<file path="src/rtl/sha3_digest_serializer.sv">
// Captures the leading DIGEST_LANES lanes of the final Keccak state and streams
// them out as OUT_WIDTH-bit words (little-endian within each lane) over valid/ready.
module sha3_digest_serializer #(
    parameter int DIGEST_LANES = 4,
    parameter int OUT_WIDTH    = 32
) (
    input  logic                 clk,
    input  logic                 rst,
    input  logic [4:0][63:0]     isa,
    input  logic [4:0][63:0]     isb,
    input  logic [4:0][63:0]     isc,
    input  logic [4:0][63:0]     isd,
    input  logic [4:0][63:0]     ise,
    input  logic                 sample,
    output logic [OUT_WIDTH-1:0] odata,
    output logic                 ovalid,
    input  logic                 iready,
    output logic                 olast,
    output logic                 obusy,
    output logic                 ooverrun
);

    localparam int DBITS = DIGEST_LANES * 64;
    localparam int WORDS = DBITS / OUT_WIDTH;
    localparam int CNT_W = $clog2(WORDS + 1);

    if (DIGEST_LANES < 1 || DIGEST_LANES > 25) begin : g_bad_lanes
        $error("sha3_digest_serializer: DIGEST_LANES must be in 1..25");
    end
    if (OUT_WIDTH != 32 && OUT_WIDTH != 64) begin : g_bad_width
        $error("sha3_digest_serializer: OUT_WIDTH must be 32 or 64");
    end

    typedef enum logic {
        IDLE,
        STREAM
    } state_t;

    state_t               state_q, state_d;
    logic [CNT_W-1:0]     cnt_q, cnt_d;
    logic [OUT_WIDTH-1:0] odata_q, odata_d;
    logic                 olast_q, olast_d;
    logic                 overrun_q, overrun_d;
    logic [DBITS-1:0]     digest_q;
    logic                 load;

    // Lane i = x + 5*y lands at bits [64*i +: 64], so the stream order is just
    // successive OUT_WIDTH slices of this vector.
    logic [1599:0] lanes_all;
    assign lanes_all = {ise, isd, isc, isb, isa};

    logic unused_lanes;
    assign unused_lanes = ^lanes_all;

    logic [CNT_W-1:0] cnt_nxt;
    logic             cnt_last;
    assign cnt_nxt  = cnt_q + CNT_W'(1);
    assign cnt_last = (cnt_q == CNT_W'(WORDS - 1));

    function automatic logic [OUT_WIDTH-1:0] word_at(input logic [DBITS-1:0] d,
                                                     input logic [CNT_W-1:0] idx);
        word_at = '0;
        for (int k = 0; k < WORDS; k++) begin
            if (idx == CNT_W'(k)) begin
                word_at = d[k*OUT_WIDTH +: OUT_WIDTH];
            end
        end
    endfunction

    always_comb begin
        state_d   = state_q;
        cnt_d     = cnt_q;
        odata_d   = odata_q;
        olast_d   = olast_q;
        overrun_d = overrun_q;
        load      = 1'b0;
        case (state_q)
            IDLE: begin
                if (sample) begin
                    load    = 1'b1;
                    state_d = STREAM;
                    cnt_d   = '0;
                    odata_d = lanes_all[OUT_WIDTH-1:0];
                    olast_d = (WORDS == 1);
                end
            end
            STREAM: begin
                if (iready) begin
                    if (cnt_last) begin
                        // A sample coinciding with the final transfer restarts
                        // the stream without a bubble.
                        if (sample) begin
                            load    = 1'b1;
                            cnt_d   = '0;
                            odata_d = lanes_all[OUT_WIDTH-1:0];
                            olast_d = (WORDS == 1);
                        end else begin
                            state_d = IDLE;
                            cnt_d   = '0;
                            olast_d = 1'b0;
                        end
                    end else begin
                        cnt_d   = cnt_nxt;
                        odata_d = word_at(digest_q, cnt_nxt);
                        olast_d = (cnt_nxt == CNT_W'(WORDS - 1));
                    end
                end
                if (sample && !(iready && cnt_last)) begin
                    overrun_d = 1'b1;
                end
            end
            default: state_d = IDLE;
        endcase
    end

    always_ff @(posedge clk or posedge rst) begin
        if (rst) begin
            state_q   <= IDLE;
            cnt_q     <= '0;
            odata_q   <= '0;
            olast_q   <= 1'b0;
            overrun_q <= 1'b0;
        end else begin
            state_q   <= state_d;
            cnt_q     <= cnt_d;
            odata_q   <= odata_d;
            olast_q   <= olast_d;
            overrun_q <= overrun_d;
        end
    end

    // Digest storage is pure data: only ever read after a capture.
    always_ff @(posedge clk) begin
        if (load) begin
            digest_q <= lanes_all[DBITS-1:0];
        end
    end

    assign odata    = odata_q;
    assign ovalid   = (state_q == STREAM);
    assign obusy    = (state_q == STREAM);
    assign olast    = olast_q;
    assign ooverrun = overrun_q;

endmodule

</file>
<file path="config.mk">
export PLATFORM = sky130hd
export DESIGN_NAME = sha3_digest_serializer
export DESIGN_NICKNAME = d
export VERILOG_FILES = /design/src/rtl/sha3_digest_serializer.sv
export SDC_FILE = /design/constraint.sdc
export NUM_CORES = 1
export LEC_CHECK = 0
export CAP_MARGIN = 10
export CORE_AREA = 5 5 632 634
export CTS_CLUSTER_SIZE = 24
export DETAILED_ROUTE_END_ITERATION = 6
export DIE_AREA = 0 0 637 639
export PLACE_DENSITY_LB_ADDON = 0.1
export SLEW_MARGIN = 20
export SYNTH_ARGS = -nofsm -noshare
export SYNTH_HDL_FRONTEND = slang
export SYNTH_SLANG_ARGS = --single-unit
export TNS_END_PERCENT = 20
</file>
<file path="constraint.sdc">
create_clock -name clk -period 39.5 [get_ports clk]
set_clock_uncertainty 0.1 [all_clocks]
set_input_delay 7.9 -clock clk [delete_from_list [all_inputs] [get_ports clk]]
set_output_delay 7.9 -clock clk [all_outputs]
set_load 0.05 [all_outputs]
</file>
* Word level (Yosys, flattened, before mapping)
Cells that the tools add are included.
W data, S select, Z words.
** Storage, ports and cells
- Bits in registers :: 295
- Word-level logic and storage cells :: 51
** Cells by class
- Reduce and logical (&&, ||, !) cells :: 6
- Bitwise logic cells :: 1
- Muxes and demuxes :: 27
- $add $sub $neg :: 1
- Equal/unequal tests :: 10
** Operator list (number)
- $mux W32 :: 11
- $pmux W32 S2 :: 1
- $eq A4 B3 Y1 const B :: 5
- $mux W4 :: 3
- $eq A4 B2 Y1 const B :: 2
- $mux W1 :: 8
- $pmux W4 S2 :: 1
- $pmux W1 S2 :: 3
- $add A4 B1 Y4 const B :: 1
- $eq A4 B1 Y1 const B :: 1
- $logic_not A4 Y1 :: 1
- $ne A2 B2 Y1 const B :: 2
- $reduce_and A2 Y1 :: 2
- $logic_and A1 B1 Y1 :: 2
- $logic_not A1 Y1 :: 1
- $not A1 Y1 :: 1

* Logic depth before layout (Yosys ltp)
- Word-level depth :: 13
- Gate-level depth with buffers :: 9
- Gate-level depth less buffers :: 7

* Worst setup path after synthesis
Ideal clock, no wire load.
- Path type :: input to register
- From :: input port iready
- To :: register digest_q[0] (enable)
- Required time :: 38496 ps
- Path buffers :: 1
- Setup time :: 904 ps
- Data arrival time :: 19660 ps
- Path slack :: 18836 ps
- Stages on the path :: 4
- Path through :: nand2_1 > o31a_1 > clkbuf_1 > nor2b_1
** Between the ends
- Word-level cells in the longest chain between the ends :: 2
** Ends and longest elaborated chain
- start, declared :: RTL line 17 : input logic iready,
- $mux W1 :: RTL line 88 : if (iready) begin
- $pmux W1 S2 :: RTL line 77 : case (state_q)
- via load :: RTL line 45 : logic load;
- end signal, assigned :: RTL line 135 : digest_q <= lanes_all[DBITS-1:0];
- end, declared :: RTL line 44 : logic [DBITS-1:0] digest_q;
The timed path passes the listed nets, and every way through them passes these cells.
A chain may end at the register's enable or synchronous reset.

* Worst setup path in the final report
- From :: input port iready
- To :: register digest_q[154] (enable)
Same word-level chain as after synthesis.

==> impl_metrics.py <==
metrics = {
    "global_routing": {
        "vias_in_the_first_global_route": 11474,
        "first_pass_grt_wire_length_um": 124100,
        "grt-ovfl-total": 0,
        "grt_usage_pct": 4.697,
        "grt_start_max_net_pins": 121,
        "antenna_found_initial": 54,
    },
    "clocking": {
        "worstSkewPairLatency_ns": 0.68,
        "number_of_buffers_inserted_by_hold_repair_at_cts": 0,
        "cts.reportedPaths.clkPinSlew_ns": 0.06,
        "htree_levels": 2,
        "numClockSinks": 295,
        "clock_tree.buffer_depth": 3,
        "cts_post_setup_buffers_inserted": 0,
        "post_cts_resize_count": 0,
        "tritoncts": "done",
        "cts_buffers": 53,
        "root_buffer": "sky130_fd_sc_hd__clkbuf_16",
    },
    "place": {
        "detailedPlacementHpwl_um": 68260,
        "post-place-ws_ns": 28.03,
        "port_buffers": 295,
        "last_weighted_congestion_value_of_the_routability_driven_placer": 0.6055,
    },
    "synth": {
        "synthArstFlopShare_pct": 13.22,
        "synthCells": 1075,
        "postSynthAreaPerCell_um2": 12.55,
        "post_synth_instance_area_um2": 13490,
        "synth_top_flop_cell": "sky130_fd_sc_hd__edfxtp_1",
        "count_of_distinct_cell_types_in_the_synthesized_netlist": 54,
        "yosysWarnings": 0,
        "synth-seq-cells": 295,
        "synth-seq-area-share_pct": 64.24,
        "syn-num-nets": 2684,
        "synth_edf_count": 256,
    },
    "route": {
        "drt-initial-drc-count": 457,
        "via_per_inst": 1.542,
        "routed_wire_length_per_instance_um": 14.66,
        "detailedRoute.firstPassIterationCount": 6,
        "routed-via-count": 10272,
        "drt_wl_total_um": 97650,
        "drt.antenna.violating_nets": 0,
        "drc": 0,
    },
    "critical_path": {
        "crit_type": "input pin to flop",
        "cpMaxStageDelayCell": "sky130_fd_sc_hd__clkdlybuf4s50_1",
        "timing.rr.start": "cnt_q[0]$_DFFE_PP0P_",
        "critical_path_required_ns": 39.67,
        "crit_chain": "clkdlybuf4s50_1 > nand2_1 > o31a_2 > nor2b_4 > buf_4 > buf_12",
        "cp_max_fo": 120,
        "setup.reg_to_reg.worst_slack_ns": 35.18,
        "worst-endpoint-arrival_ns": 10.87,
        "startpoint_type": "input pin",
        "worstReg2RegEnd": "odata[14]$_DFFE_PP0P_",
        "critical_path.startpoint": "iready",
        "max_stage_delay_ns": 0.71,
        "cp-end-kind": "flop",
        "worst_setup_path_endpoint": "digest_q[154]$_DFFE_PP_",
        "r2r_cells": 7,
    },
    "power_and_ir_drop": {
        "powerDensity_nw_per_um2": 62.22,
        "combPwrFrac_pct": 42.4,
        "fin_total_pwr_mw": 1.519,
        "vdd_ir_drop_max_v": 0.00004067,
        "power.leakage_nw": 6.842,
        "power_report.internal_total_mw": 0.8393,
        "switchingPower_mw": 0.6797,
        "sw_frac_of_total_pct": 44.75,
        "share_clk_of_total_power_pct": 31.2,
        "seqPwrFrac_pct": 26.5,
    },
    "timing": {
        "final-hold-violation-count": 0,
        "minimum_hold_slack_ns": 0.3613,
        "timing.final.crit_period_ns": 10.70,
        "unrepaired_setup_endpoints_after_global_routing": "false",
        "final_worst_slack_ns": 28.80,
        "totalNegativeSetupSlack_ns": 0,
        "fmaxAchievable_ghz": 0.09342,
        "max_slew.worst_pin.slew_ns": 1.134,
        "slew_viol_final": 0,
        "period_share_pct": 27.10,
        "slew-limit-headroom_pct": 24.37,
        "final-setup-viol-count": 0,
    },
    "final_layout": {
        "layout-drive-gt1-share_pct": 13.74,
        "final_common_cell": "sky130_fd_sc_hd__clkdlybuf4s50_1",
        "multiInputGateArea_um2": 3941,
        "syn2layout_area_growth_pct": 81.01,
        "finalNetCount": 2970,
        "num-fill-cells": 46171,
        "seqCellArea_um2": 8663,
        "final_cell_mix": "sky130_fd_sc_hd__clkdlybuf4s50_1, sky130_fd_sc_hd__edfxtp_1, sky130_fd_sc_hd__a21oi_1",
    },
    "status": {
        "status": "finished clean",
    },
    "floorplanning": {
        "die_h_um": 639,
        "die_x_um": 637,
        "io_pins": 1640,
        "initial_core_util_pct": 3.426,
        "fp.dieArea_um2": 407000,
        "core_area_um2": 393700,
        "placementRows": 231,
    },
    "min_path": {
        "min_path_type": "flop to flop",
    },
    "flow_run": {
        "max_cap_viol_count": 0,
    },
}
==> area by class of cell <==
class	count	area share, %
Timing Repair Buffer	320	12.89
Sequential cell	295	35.49
Clock buffer	63	5.628
Antenna cell	15	0.1538
Inverter	102	1.579
Tap cell	5242	26.87
Clock inverter	36	1.256
Multi-Input combinational cell	589	16.14
==> registers in the layout (all words and copies together), names as in the netlist <==
| signal | flops |
|---|---|
| ooverrun | 1 |
| digest_q | 256 |
| cnt_q | 4 |
| olast | 1 |
| obusy | 1 |
| odata | 32 |
==> how the worst min path moves through the flow <==
stage                                  startpoint                    end  slack, ns  cells past startpoint
after floorplan           digest_q[234]$_DFFE_PP_  odata[10]$_DFFE_PP0P_       0.34                      2
after global routing         ooverrun$_DFFE_PP0P_   ooverrun$_DFFE_PP0P_       0.39                      1
after global placement       ooverrun$_DFFE_PP0P_   ooverrun$_DFFE_PP0P_       0.36                      1
final                        ooverrun$_DFFE_PP0P_   ooverrun$_DFFE_PP0P_       0.36                      1
after detailed placement     ooverrun$_DFFE_PP0P_   ooverrun$_DFFE_PP0P_       0.35                      1
after CTS                 digest_q[226]$_DFFE_PP_   odata[2]$_DFFE_PP0P_       0.37                      2
==> Yosys cell counts (2+ instances only) <==
cell | instances | share of area (%)
sky130_fd_sc_hd__a21o_2 | 8 | 0.52
sky130_fd_sc_hd__buf_1 | 5 | 0.14
sky130_fd_sc_hd__a31oi_1 | 32 | 1.5
sky130_fd_sc_hd__a22o_2 | 7 | 0.52
sky130_fd_sc_hd__ha_1 | 5 | 0.46
sky130_fd_sc_hd__o21ai_2 | 29 | 1.9
sky130_fd_sc_hd__clkbuf_1 | 36 | 1.0
sky130_fd_sc_hd__buf_4 | 4 | 0.22
sky130_fd_sc_hd__nand4_1 | 2 | 0.093
sky130_fd_sc_hd__dlygate4sd1_1 | 2 | 0.13
sky130_fd_sc_hd__dfrtp_1 | 39 | 7.2
sky130_fd_sc_hd__or2_2 | 2 | 0.093
sky130_fd_sc_hd__buf_2 | 19 | 0.71
sky130_fd_sc_hd__a21oi_1 | 162 | 6.0
sky130_fd_sc_hd__nor2b_1 | 3 | 0.14
sky130_fd_sc_hd__buf_6 | 10 | 0.83
sky130_fd_sc_hd__o22ai_1 | 2 | 0.093
sky130_fd_sc_hd__o31ai_2 | 2 | 0.19
sky130_fd_sc_hd__nor3_1 | 31 | 1.2
sky130_fd_sc_hd__buf_12 | 3 | 0.45
sky130_fd_sc_hd__a221oi_1 | 11 | 0.71
sky130_fd_sc_hd__mux2i_1 | 31 | 2.3
sky130_fd_sc_hd__a21o_1 | 25 | 1.4
sky130_fd_sc_hd__inv_1 | 101 | 2.8
sky130_fd_sc_hd__clkbuf_8 | 5 | 0.51
sky130_fd_sc_hd__a22o_1 | 26 | 1.7
sky130_fd_sc_hd__dlymetal6s2s_1 | 3 | 0.28
sky130_fd_sc_hd__nand2_1 | 71 | 2.0
sky130_fd_sc_hd__o31ai_1 | 29 | 1.6
sky130_fd_sc_hd__edfxtp_1 | 256 | 57
sky130_fd_sc_hd__o21ai_0 | 67 | 2.5
sky130_fd_sc_hd__a221oi_2 | 20 | 2.2
sky130_fd_sc_hd__nor2_1 | 6 | 0.17
==> power groups by stage <==
stage	registers (mW)	clock network, mW	logic, mW
6_report	0.402	0.473	0.644
3_3_place_gp	0.409	0	0.700
4_1_cts	0.403	0.510	0.696
3_5_place_dp	0.409	0	0.694
5_1_grt	0.407	0.514	0.711
2_1_floorplan	0.454	0	0.318
==> cells by family (layout without fill, tap and decap cells) <==
kind of cell               count (synthesis)  count (layout)  synth area share (%)
DFF                                      295             295                 64.24
buffers and inverters                    191             521                 7.273
AOI/OAI and AO/OA                        431             431                 21.63
muxes                                     31              31                 2.301
adders and majority gates                  5               5                0.4639
and+or+nand+nor                          122             122                 4.091
other                                      0              15                     0
==> worst max-delay path: cells and delay by family <==
family | cells | cell delay [ns]
buffers and inverters | 3 | 1.70
AO/OA/AOI/OAI | 1 | 0.48
AND/OR/NAND/NOR | 2 | 0.33
==> per-layer routing <==
metal	routed length, um	part of all wire (%)	vias to the layer above	track usage, %
li1	-	-	4661	-
met1	40210	41	5191	5.467
met2	49750	51	282	8.394
met3	4670	4.8	132	1.070
met4	2983	3.1	6	1.658
met5	34	0.035	-	0
==> metrics by stage <==
step	cells	cell area [um2]	utilization, %
after floorplan	1075	13490	-
after detailed placement	6548	22700	5.768
after global routing	6653	24390	6.196
after global placement	6548	22700	5.768
after CTS	6647	24380	6.194
final	6662	24410	6.201
No activity file was read; power rests on OpenSTA's default activity.
